**src/rtl/gate_unit_pipe_pkg.sv**
```systemverilog
// gate_unit_pipe_pkg: opcodes and the per-bit gate function shared by the logic unit and the ALU.
package gate_unit_pipe_pkg;
  typedef enum logic [2:0] {
    OP_AND, OP_OR, OP_XOR, OP_NAND, OP_NOR, OP_XNOR, OP_ANDN, OP_NOTA
  } gate_op_e;
  function automatic logic gate_eval(input logic [2:0] op, input logic a, input logic b);
    gate_op_e o;
    o = gate_op_e'(op);
    return o == OP_AND  ? a & b :
           o == OP_OR   ? a | b :
           o == OP_XOR  ? a ^ b :
           o == OP_NAND ? ~(a & b) :
           o == OP_NOR  ? ~(a | b) :
           o == OP_XNOR ? ~(a ^ b) :
           o == OP_ANDN ? a & ~b : ~a;
  endfunction
endpackage

```
**src/rtl/gate_unit_pipe_if.sv**
```systemverilog
// gate_unit_pipe_if: operand and result valid/ready channels of the logic unit.
interface gate_unit_pipe_if #(parameter int WIDTH = 4);
  logic             in_valid, in_ready, out_valid, out_ready, zero, parity;
  logic [2:0]       op;
  logic [WIDTH-1:0] a, b, y;
  modport master (output in_valid, op, a, b, out_ready, input in_ready, out_valid, y, zero, parity);
  modport slave  (input in_valid, op, a, b, out_ready, output in_ready, out_valid, y, zero, parity);
endinterface

```
**src/rtl/gate_unit_pipe_skid.sv**
```systemverilog
// skid_reg: generic 2-entry valid/ready skid buffer; in_ready depends only on registered state.
module skid_reg #(parameter int W = 6) (
  input  logic         clk,
  input  logic         rst_n,
  input  logic         in_valid_i,
  output logic         in_ready_o,
  input  logic [W-1:0] in_data_i,
  output logic         out_valid_o,
  input  logic         out_ready_i,
  output logic [W-1:0] out_data_o
);
  logic [W-1:0] main_q, main_d, skid_q, skid_d;
  logic         main_v_q, main_v_d, skid_v_q, skid_v_d, acc, drn;
  assign acc = in_valid_i & ~skid_v_q;
  assign drn = main_v_q & out_ready_i;
  // a draining main is refilled from skid first, otherwise from the input
  always_comb begin
    main_d   = drn & skid_v_q ? skid_q : (drn | ~main_v_q) & acc ? in_data_i : main_q;
    main_v_d = drn ? skid_v_q | acc : main_v_q | acc;
    skid_d   = acc & main_v_q & ~drn ? in_data_i : skid_q;
    skid_v_d = drn ? 1'b0 : skid_v_q | (acc & main_v_q);
  end
  always_ff @(posedge clk or negedge rst_n)
    if (!rst_n) begin
      main_q   <= '0;
      skid_q   <= '0;
      main_v_q <= 1'b0;
      skid_v_q <= 1'b0;
    end else begin
      main_q   <= main_d;
      skid_q   <= skid_d;
      main_v_q <= main_v_d;
      skid_v_q <= skid_v_d;
    end
  assign in_ready_o  = ~skid_v_q;
  assign out_valid_o = main_v_q;
  assign out_data_o  = main_q;
endmodule

```
**src/rtl/gate_unit_pipe.sv**
```systemverilog
// gate_unit_pipe: WIDTH-bit 8-function logic unit; result and flags are computed on entry and
// carried through a skid buffer so outputs are registered.
module gate_unit_pipe import gate_unit_pipe_pkg::*; #(parameter int WIDTH = 4) (
  input logic             clk,
  input logic             rst_n,
  gate_unit_pipe_if.slave bus_if
);
  logic [WIDTH-1:0] y_w;
  logic [WIDTH+1:0] res_w;
  always_comb begin
    y_w = '0;
    for (int i = 0; i < WIDTH; i++) y_w[i] = gate_eval(bus_if.op, bus_if.a[i], bus_if.b[i]);
  end
  skid_reg #(.W(WIDTH+2)) u_skid (
    .clk         (clk),
    .rst_n       (rst_n),
    .in_valid_i  (bus_if.in_valid),
    .in_ready_o  (bus_if.in_ready),
    .in_data_i   ({^y_w, ~|y_w, y_w}),
    .out_valid_o (bus_if.out_valid),
    .out_ready_i (bus_if.out_ready),
    .out_data_o  (res_w)
  );
  assign {bus_if.parity, bus_if.zero, bus_if.y} = res_w;
endmodule

```
**src/flat_wrapper.sv**
```systemverilog
// flat-port wrapper written by rule: the top's interface ports become plain ports
module gate_unit_pipe_flat import gate_unit_pipe_pkg::*;
#(parameter int WIDTH = 4)
  (clk, rst_n, bus_if_in_valid, bus_if_op, bus_if_a, bus_if_b, bus_if_out_ready, bus_if_in_ready, bus_if_out_valid, bus_if_y, bus_if_zero, bus_if_parity);
  gate_unit_pipe_if #(.WIDTH(WIDTH)) bus_if_i ();
  input logic clk;
  input logic rst_n;
  input wire logic [$bits(bus_if_i.in_valid)-1:0] bus_if_in_valid;
  input wire logic [$bits(bus_if_i.op)-1:0] bus_if_op;
  input wire logic [$bits(bus_if_i.a)-1:0] bus_if_a;
  input wire logic [$bits(bus_if_i.b)-1:0] bus_if_b;
  input wire logic [$bits(bus_if_i.out_ready)-1:0] bus_if_out_ready;
  output wire logic [$bits(bus_if_i.in_ready)-1:0] bus_if_in_ready;
  output wire logic [$bits(bus_if_i.out_valid)-1:0] bus_if_out_valid;
  output wire logic [$bits(bus_if_i.y)-1:0] bus_if_y;
  output wire logic [$bits(bus_if_i.zero)-1:0] bus_if_zero;
  output wire logic [$bits(bus_if_i.parity)-1:0] bus_if_parity;
  assign bus_if_i.in_valid = bus_if_in_valid;
  assign bus_if_i.op = bus_if_op;
  assign bus_if_i.a = bus_if_a;
  assign bus_if_i.b = bus_if_b;
  assign bus_if_i.out_ready = bus_if_out_ready;
  assign bus_if_in_ready = bus_if_i.in_ready;
  assign bus_if_out_valid = bus_if_i.out_valid;
  assign bus_if_y = bus_if_i.y;
  assign bus_if_zero = bus_if_i.zero;
  assign bus_if_parity = bus_if_i.parity;
  gate_unit_pipe #(.WIDTH(WIDTH)) u_core (.clk(clk), .rst_n(rst_n), .bus_if(bus_if_i));
endmodule
```
**config.mk**
```make
export PLATFORM = sky130hd
export DESIGN_NAME = gate_unit_pipe_flat
export DESIGN_NICKNAME = d
export VERILOG_FILES = /design/src/rtl/gate_unit_pipe_pkg.sv /design/src/rtl/gate_unit_pipe_if.sv /design/src/rtl/gate_unit_pipe_skid.sv /design/src/rtl/gate_unit_pipe.sv /design/src/flat_wrapper.sv
export SDC_FILE = /design/constraint.sdc
export NUM_CORES = 1
export LEC_CHECK = 0
export BUFFER_PORTS_ARGS = -buffer_cell sky130_fd_sc_hd__buf_2
export CAP_MARGIN = 20
export CORE_UTILIZATION = 50
export CTS_BUF_LIST = sky130_fd_sc_hd__clkbuf_8
export DETAILED_ROUTE_END_ITERATION = 10
export GPL_ROUTABILITY_DRIVEN = 0
export PLACE_DENSITY_LB_ADDON = 0.12
export SLEW_MARGIN = 40
export SYNTH_ARGS = -nofsm -noshare
export SYNTH_HDL_FRONTEND = slang
export SYNTH_HIERARCHICAL = 1
export SYNTH_SLANG_ARGS = --single-unit
```
**constraint.sdc**
```tcl
create_clock -name clk -period 1.2 [get_ports clk]
set_input_delay 0.24 -clock clk [delete_from_list [all_inputs] [get_ports clk]]
set_output_delay 0.24 -clock clk [all_outputs]
set_load 0.05 [all_outputs]
```
==> results of run 1 <==
power by group through the flow:
stage	clock [mW]	sequential, mW	combinational (mW)
finish	0.474	0.898	2.20
global route	0.499	0.922	2.28
CTS	0.461	0.865	1.88
detailed placement	0	0.868	1.70
global placement	0	0.853	1.65
floorplan	0	1.28	0.826
worst register-to-register path, cell delays in order, from the launching register on:
cell and delay (ns):
dfrtp_2 0.47, nand2b_4 0.10, nor2_4 0.26, mux2_2 0.37
routing by layer:
metal | up-vias | GRT usage, % | routed length [um]
li1 | 628 | - | -
met1 | 708 | 35.3 | 1980
met2 | 105 | 53.6 | 2610
met3 | 45 | 6.09 | 412
met4 | 0 | 6.58 | 425
met5 | - | 0 | 0
cell usage after synthesis (2+ instances only):
cell,instances,area [um^2]
nand2_1,7,26.3
ha_1,14,175
nor2_1,3,11.3
o221a_2,6,67.6
a211oi_1,5,37.5
o211ai_1,7,52.6
nor2b_1,2,12.5
a21o_1,4,30.0
o21ai_0,4,20.0
inv_1,12,45.0
mux2i_1,2,20.0
a21oi_1,9,45.0
nand2b_1,6,37.5
clkbuf_1,2,7.51
dfrtp_1,14,350
nand3_1,2,10.0
mux2_2,6,67.6
or2_2,6,37.5
cells by family after synthesis:
logic type	count (synthesis)	share of synthesized area, %
AO/OA/AOI/OAI	46	28.1
XOR/XNOR	1	0.688
adder cells (fa/ha/maj)	14	13.8
buffers and inverters	19	6.39
flip-flops	14	27.5
multiplexers	8	6.88
AND/OR/NAND/NOR	34	16.6
flip-flops by register name (all words and copies together) (netlist names):
register	count
u_core/u_skid/out_data_o	6
u_core/u_skid/skid_q	6
u_core/u_skid/out_valid_o	1
u_core/u_skid/skid_v_q	1
layout make-up:
type | count | share of cell area (%)
multi-input cells | 103 | 49.9
repair buffers | 65 | 25.9
flip-flops and latches | 14 | 16.3
inverters | 13 | 3.71
clock buffers | 4 | 2.55
well taps | 28 | 1.62
stage by stage:
stage / setup slack (ns) / std cells / utilization (%) / TNS (ns) / cell area, um^2
after global routing: -0.861 / 227 / 94.1 / -5.67 / 2160
after floorplan: -0.823 / 136 / - / -4.32 / 1390
final: -0.838 / 227 / 94.1 / -5.48 / 2160
after detailed placement: -1.04 / 204 / 72.1 / -7.51 / 1660
after CTS: -0.730 / 219 / 86.6 / -3.86 / 1990
after global placement: -1.00 / 204 / 72.1 / -7.04 / 1660
final timing paths:
path	start	slack [ns]	cells past startpoint	endpoint
worst max-delay path	bus_if_b[0]	-0.84	10	u_core/u_skid/skid_q[5]$_DFFE_PN0P_
worst min-delay path	bus_if_out_ready	0.38	3	u_core/u_skid/skid_v_q$_DFF_PN0_
worst max register to register	u_core/u_skid/out_valid_o$_DFF_PN0_	-0.13	3	u_core/u_skid/skid_q[4]$_DFFE_PN0P_
worst min register to register	u_core/u_skid/skid_q[1]$_DFFE_PN0P_	0.51	1	u_core/u_skid/skid_q[1]$_DFFE_PN0P_
max in group asynchronous	rst_n	0.51	2	u_core/u_skid/out_valid_o$_DFF_PN0_
min in group asynchronous	rst_n	0.42	2	u_core/u_skid/out_data_o[3]$_DFFE_PN0P_
what timing repair did:
item | 4_1_cts | 5_1_grt
hold buffers | 1 | 0
pin swaps | 8 | 17
hold endpoints to repair | 14 | 0
gates resized for setup | 45 | 28
endpoints found under the setup margin | 14 | 13
buffers inserted | 10 | 9
==> results.txt, run 1 <==
* Outcome: finished, violations left
- Violated checks: setup timing
- In the routed design, unresolved DRC markers number 0.
- Area enclosed by the die boundary: 0.00275 mm^2
- Post-synthesis instance area: 0.00127 mm^2
- Derived from the worst setup path, the maximum achievable clock frequency is between 400 and 500 MHz.
- Overall overflow remaining after global route: 0
- Area growth from synthesis to layout: 69.8%
* Detailed-route wire length per cell: 23.9 um
- RSZ-0062 raised after global routing: true
* Clk pin slew, worst setup/hold paths: 0.06 ns
- 0 antenna diodes ended up in the layout.
- Of all nets on the critical path, the largest fanout is 2.
- Area used by multi-input combinational logic: around 0.0011 mm^2
- The final count of pins violating max slew was 0.
- Required time at the endpoint of the critical path: approximately 1.3 ns
* Seq/Total Area, Yosys: 27.5%
* Sum of buffers and inverters on the critical path: 2
- PD cells: 1650 mW/mm^2
- Fill cells in the final layout number 59.
- Net count of the mapped netlist: 165
- The critical path goes through buf_8, inv_6, ha_4, nor4bb_4, or4_4, o311ai_4, a21o_1, ha_1, xor2_1, mux2_4.
- Port bufs: 22
- The library cells used most frequently in the layout, excluding fill and tap cells, are 35 x buf_4, 13 x dfrtp_1, 12 x buf_6.
- TritonCTS built the clock tree.
* Max Buffers Root-to-Sink: 2
* Number of antenna violations at the first check in global routing: 0
- CP max stage delay: ~0.46 ns
* Crit Path Category: primary input to flop
- Kind of cell with the highest combined delay on the critical path: simple AND/OR/NAND/NOR gates
- For this design, the slowest cell found on the critical path is or4_4.
* Via density per instance: between 6 and 7
- The smallest clock period supported by the final layout is computed as between 2 and 2.5 ns.
- Synthesis inferred 14 register bits.
* Relative slew margins: 69.6%
* Internal cell power: 1.97 mW
- Most used flip-flop cell after synthesis: dfrtp_1
- Count of different cell masters after synthesis: 43
- The number of clock buffers added by TritonCTS is 3.
- At the later pin of the worst-skew pair, clock insertion delay measures 0.25 ns.
- Synthesized instance count: 136
- The tree is rooted in a clkbuf_8.
- After layout, the design draws a total of 3.57 mW.
* HPWL Detailed: 2.26 mm
- The first detailed-routing pass ran for 4 iterations.
* Setup crit end kind: flop
- Via total after detailed routing: 1,486
- Wires add up to 5.43 mm.
- Net switching is about 45% of the power.
* CP Data Arrival Time: 2.17 ns
- Worst hold slack after final layout: 0.375 ns
* Final-report hold violation count: 0
- Across the whole layout, storage elements account for around 350 um^2.
* Via count of the first global-routing pass: 1,268
- Entering global routing, the biggest net connects 15 pins.
- Once detail routing completed, the nets flagged for antenna violations numbered 0.
* Setup clock skew after layout: 0.00417 ns
* Floorplan die width: 52.4 um
- STA classifies the critical path startpoint as a primary input.
* Clock share of power: 13.3%
* Worst Hold Class: primary input to flop
- The Yosys step of the flow raised 6 warnings.
- Core Footprint: 0.00230 mm^2
* Mean instance size in the synthesized netlist: 9.36 um^2
* Share of final-layout standard cells stronger than drive strength 1: 64.8%
- The final critical path takes up 170% of the cycle.
* Share of flip-flops with an asynchronous set or reset after synthesis: between 90% and 100%
* Number of sinks handled by clock tree synthesis: 14
- Post-route setup slack: -0.838 ns
* Max-cap viol count: 0
* Power share of the combinational group: 61.6%
- All-Layer GR Usage: 29.6%
* Worst voltage drop across the vdd grid: 2050 uV
- Final-stage net count: roughly 230
* Number of synthesized flops with an enable pin: 0
- Initial drt markers: 75
- Global-route wire length before repair: roughly 5.9 mm
- Most common cell after layout, fill and taps aside: buf_4
- Setup violations remaining at the end of the flow were counted as 13.
- Least-Margin Pin Slew: 0.454 ns
* Die height: 52.4 um
- CTS built an H-tree with a depth of 1.
- The initial utilization of the core area, before any placement, comes to 55.4%.
- Net Sw Power: 1.60 mW
- Rows: 17
- Num ports: 23
- Sequential Power Share: 25.1%
- Leakage component of the power: 0.973 nW
(Power assumes the default switching activity.)
==> run 2: changes to the inputs <==
Settings changed: CELL_PAD_IN_SITES_DETAIL_PLACEMENT set to 1, CELL_PAD_IN_SITES_GLOBAL_PLACEMENT set to 2, CORE_UTILIZATION 50 to 32, RECOVER_POWER set to 25, TNS_END_PERCENT set to 100.
==> run 2 against run 1 <==
- the run still ends with setup timing left
- core utilization down 38 points
- critical path depth unchanged
- first-iteration DRC count down 45%
- power down 4.0%
- maximum frequency up 4.9%
- sequential share of layout area up 0.49 points
- die area up 54%
- final area down 2.9%
- non-clock buffer count down 6
- combinational power down 5%
- via count down 16%
- worst hold slack worse by 0.065 ns
- largest power group unchanged
- highest routed layer unchanged
==> results.txt, run 2 (synthesis gave the netlist of run 1 again) <==
- Port bufs: 22
* Most common cell after layout, fill and taps aside: buf_4
* Relative slew margins: between 70% and 80%
* Commonest cells after routing, fill and taps aside: 30 x buf_4, 13 x dfrtp_1, 10 x buf_2, 10 x buf_6
- Clock root buffer master: clkbuf_8
* Rows: 22
* Global-route wire length before repair: 6.29 mm
* Violated checks: setup timing
- In this run the worst path has a maximum fanout of 2.
- Cell Area, Placed: 0.00171 mm^2
* Least-Margin Pin Slew: 0.344 ns
- CTS tree: built
- CTS built an H-tree with a depth of 1.
* Kind of cell with the highest combined delay on the critical path: simple AND/OR/NAND/NOR gates
* Num ports: 23
- Via density per instance: between 5 and 6
- Area enclosed by the die boundary: 0.00423 mm^2
- Slew Viols, Final: 0
- Clk pin slew, worst setup/hold paths: 0.06 ns
- The routed layout has 1,243 vias.
* Setup clock skew after layout: 0.00329 ns
* Power consumption: 3.43 mW
- Entering global routing, the biggest net connects 15 pins.
- Setup violations remaining at the end of the flow were counted as 14.
* Worst Hold Class: primary input to flop
* Overall overflow remaining after global route: 0
- Data arrives at the worst endpoint at 2.07 ns.
- Number of antenna violations at the first check in global routing: 0
- Max Buffers Root-to-Sink: 2
- Residual DRC count: 0
- RSZ-0062 raised after global routing: true
* Wire length after detailed routing: 3.76 mm
- Critical Path, Cell by Cell: buf_2, inv_2, ha_4, nor4bb_1, or4_4, a21oi_2, a21o_1, ha_1, xor2_1, mux2_4
- Core Footprint: 0.00374 mm^2
- The largest individual stage delay along the critical path comes from the cell or4_4.
- Post-Place Worst Slack: -1.06 ns
* PD cells: approximately 1600 mW/mm^2
* Area of all placed cells without fillers: 0.00210 mm^2
- VDD sags by at most 920 uV.
- Required time at the endpoint of the critical path: 1.33 ns
- Floorplan die width: 65.1 um
- The final number of hold-violating endpoints is 0.
- By startpoint and endpoint, the worst setup path is classified as primary input to flop.
- Of the cells placed in the final design, the portion with a size suffix greater than 1 is 62.7%.
- Post-route setup slack: -0.743 ns
* Area growth from synthesis to layout: 64.9%
- STA classifies the critical path startpoint as a primary input.
- The HPWL after detailed placement is 2.68 mm.
* Setup crit end kind: flop
- Max-cap viol count: 0
* All-Layer GR Usage: between 10% and 20%
- Sum of buffers and inverters on the critical path: 2
* Initial drt markers: 41
- Leakage component of the power: 0.921 nW
- Post-DRT Antenna Nets: 0
- Number of iterations in the first detailed-routing pass: 4
- CTS saw 14 sinks.
- Clock tree synthesis inserted a total of 3 buffers.
- Number of antenna cells inserted: 0
- Post-layout minimum cycle time: 1.94 ns
- Final critical-path share of the clock period: 162%
- Initial standard-cell utilization of the core: 34.0%
- The final layout contains 223 nets.
- For the worst-skew pair, the clock arrives at the later sink with an insertion delay of ~0.25 ns.
- The die is 65.1 um tall.
- Fmax: 515 MHz
* Detailed-route wire length per cell: 15.6 um
- The flow ran to the end, but the final reports show violations.
- In this design, the stage delay of the slowest critical-path cell is 0.45 ns.
- The number of global-route vias before repair is 1,320.
[run 2: changes by cell type in the layout (fill, tap and decap cells not counted), sizes merged]
cell	delta
buf	-6
[run 2: layout make-up]
| class | instances | area [um^2] |
|---|---|---|
| Multi-Input combinational cell | 103 | 1030 |
| Sequential cell | 14 | 352 |
| Clock buffer | 4 | 55.1 |
| Timing Repair Buffer | 59 | 518 |
| Inverter | 13 | 80.1 |
| Tap cell | 48 | 60.1 |
| Fill cell | 419 | 1650 |
[run 2: worst paths after layout]
check,start,to,slack [ns],depth (start not counted)
setup / recovery,bus_if_a[0],u_core/u_skid/skid_q[5]$_DFFE_PN0P_,-0.74,10
hold / removal,bus_if_out_ready,u_core/u_skid/skid_v_q$_DFF_PN0_,0.31,3
setup reg to reg,u_core/u_skid/skid_v_q$_DFF_PN0_,u_core/u_skid/skid_q[1]$_DFFE_PN0P_,-0.06,3
hold reg to reg,u_core/u_skid/skid_q[0]$_DFFE_PN0P_,u_core/u_skid/skid_q[0]$_DFFE_PN0P_,0.50,1
max in group asynchronous,rst_n,u_core/u_skid/out_valid_o$_DFF_PN0_,0.50,2
min in group asynchronous,rst_n,u_core/u_skid/skid_q[0]$_DFFE_PN0P_,0.43,2
[run 2: layer usage]
metal / part of all wire, % / up-vias / track usage [%]
li1: - / 610 / -
met1: 45 / 610 / 24.1
met2: 52 / 19 / 34.4
met3: 2.1 / 4 / 3.35
met4: 0.85 / 0 / 3.26
met5: 0 / - / 0
[run 2: report_power, final]
group          internal [mW]  switching, mW
Clock                  0.291          0.172
Combinational          0.963           1.14
Sequential             0.711          0.157
[run 2: timing repair]
item                                    CTS  global route
gates resized for setup                  54            12
endpoints found under the hold margin    14             0
endpoints found under the setup margin   14            14
buffers inserted                          8             0
hold buffers                              1             0
pin swaps                                11            11
[run 2: stage by stage]
step | setup TNS, ns | hold WS [ns] | util, % | cells
global placement | -7.59 | 0.147 | 45.7 | 228
CTS | -3.91 | 0.289 | 54.7 | 241
floorplan | -4.32 | -0.0556 | - | 136
global route | -4.66 | 0.326 | 56.0 | 241
finish | -3.83 | 0.310 | 56.0 | 241
detailed placement | -7.92 | 0.154 | 45.7 | 228
[run 2: worst register-to-register path: cells and delay by family (launching register included)]
| kind | cells | cell delay, ns |
|---|---|---|
| simple gates | 2 | 0.37 |
| mux | 1 | 0.38 |
| flops | 1 | 0.39 |
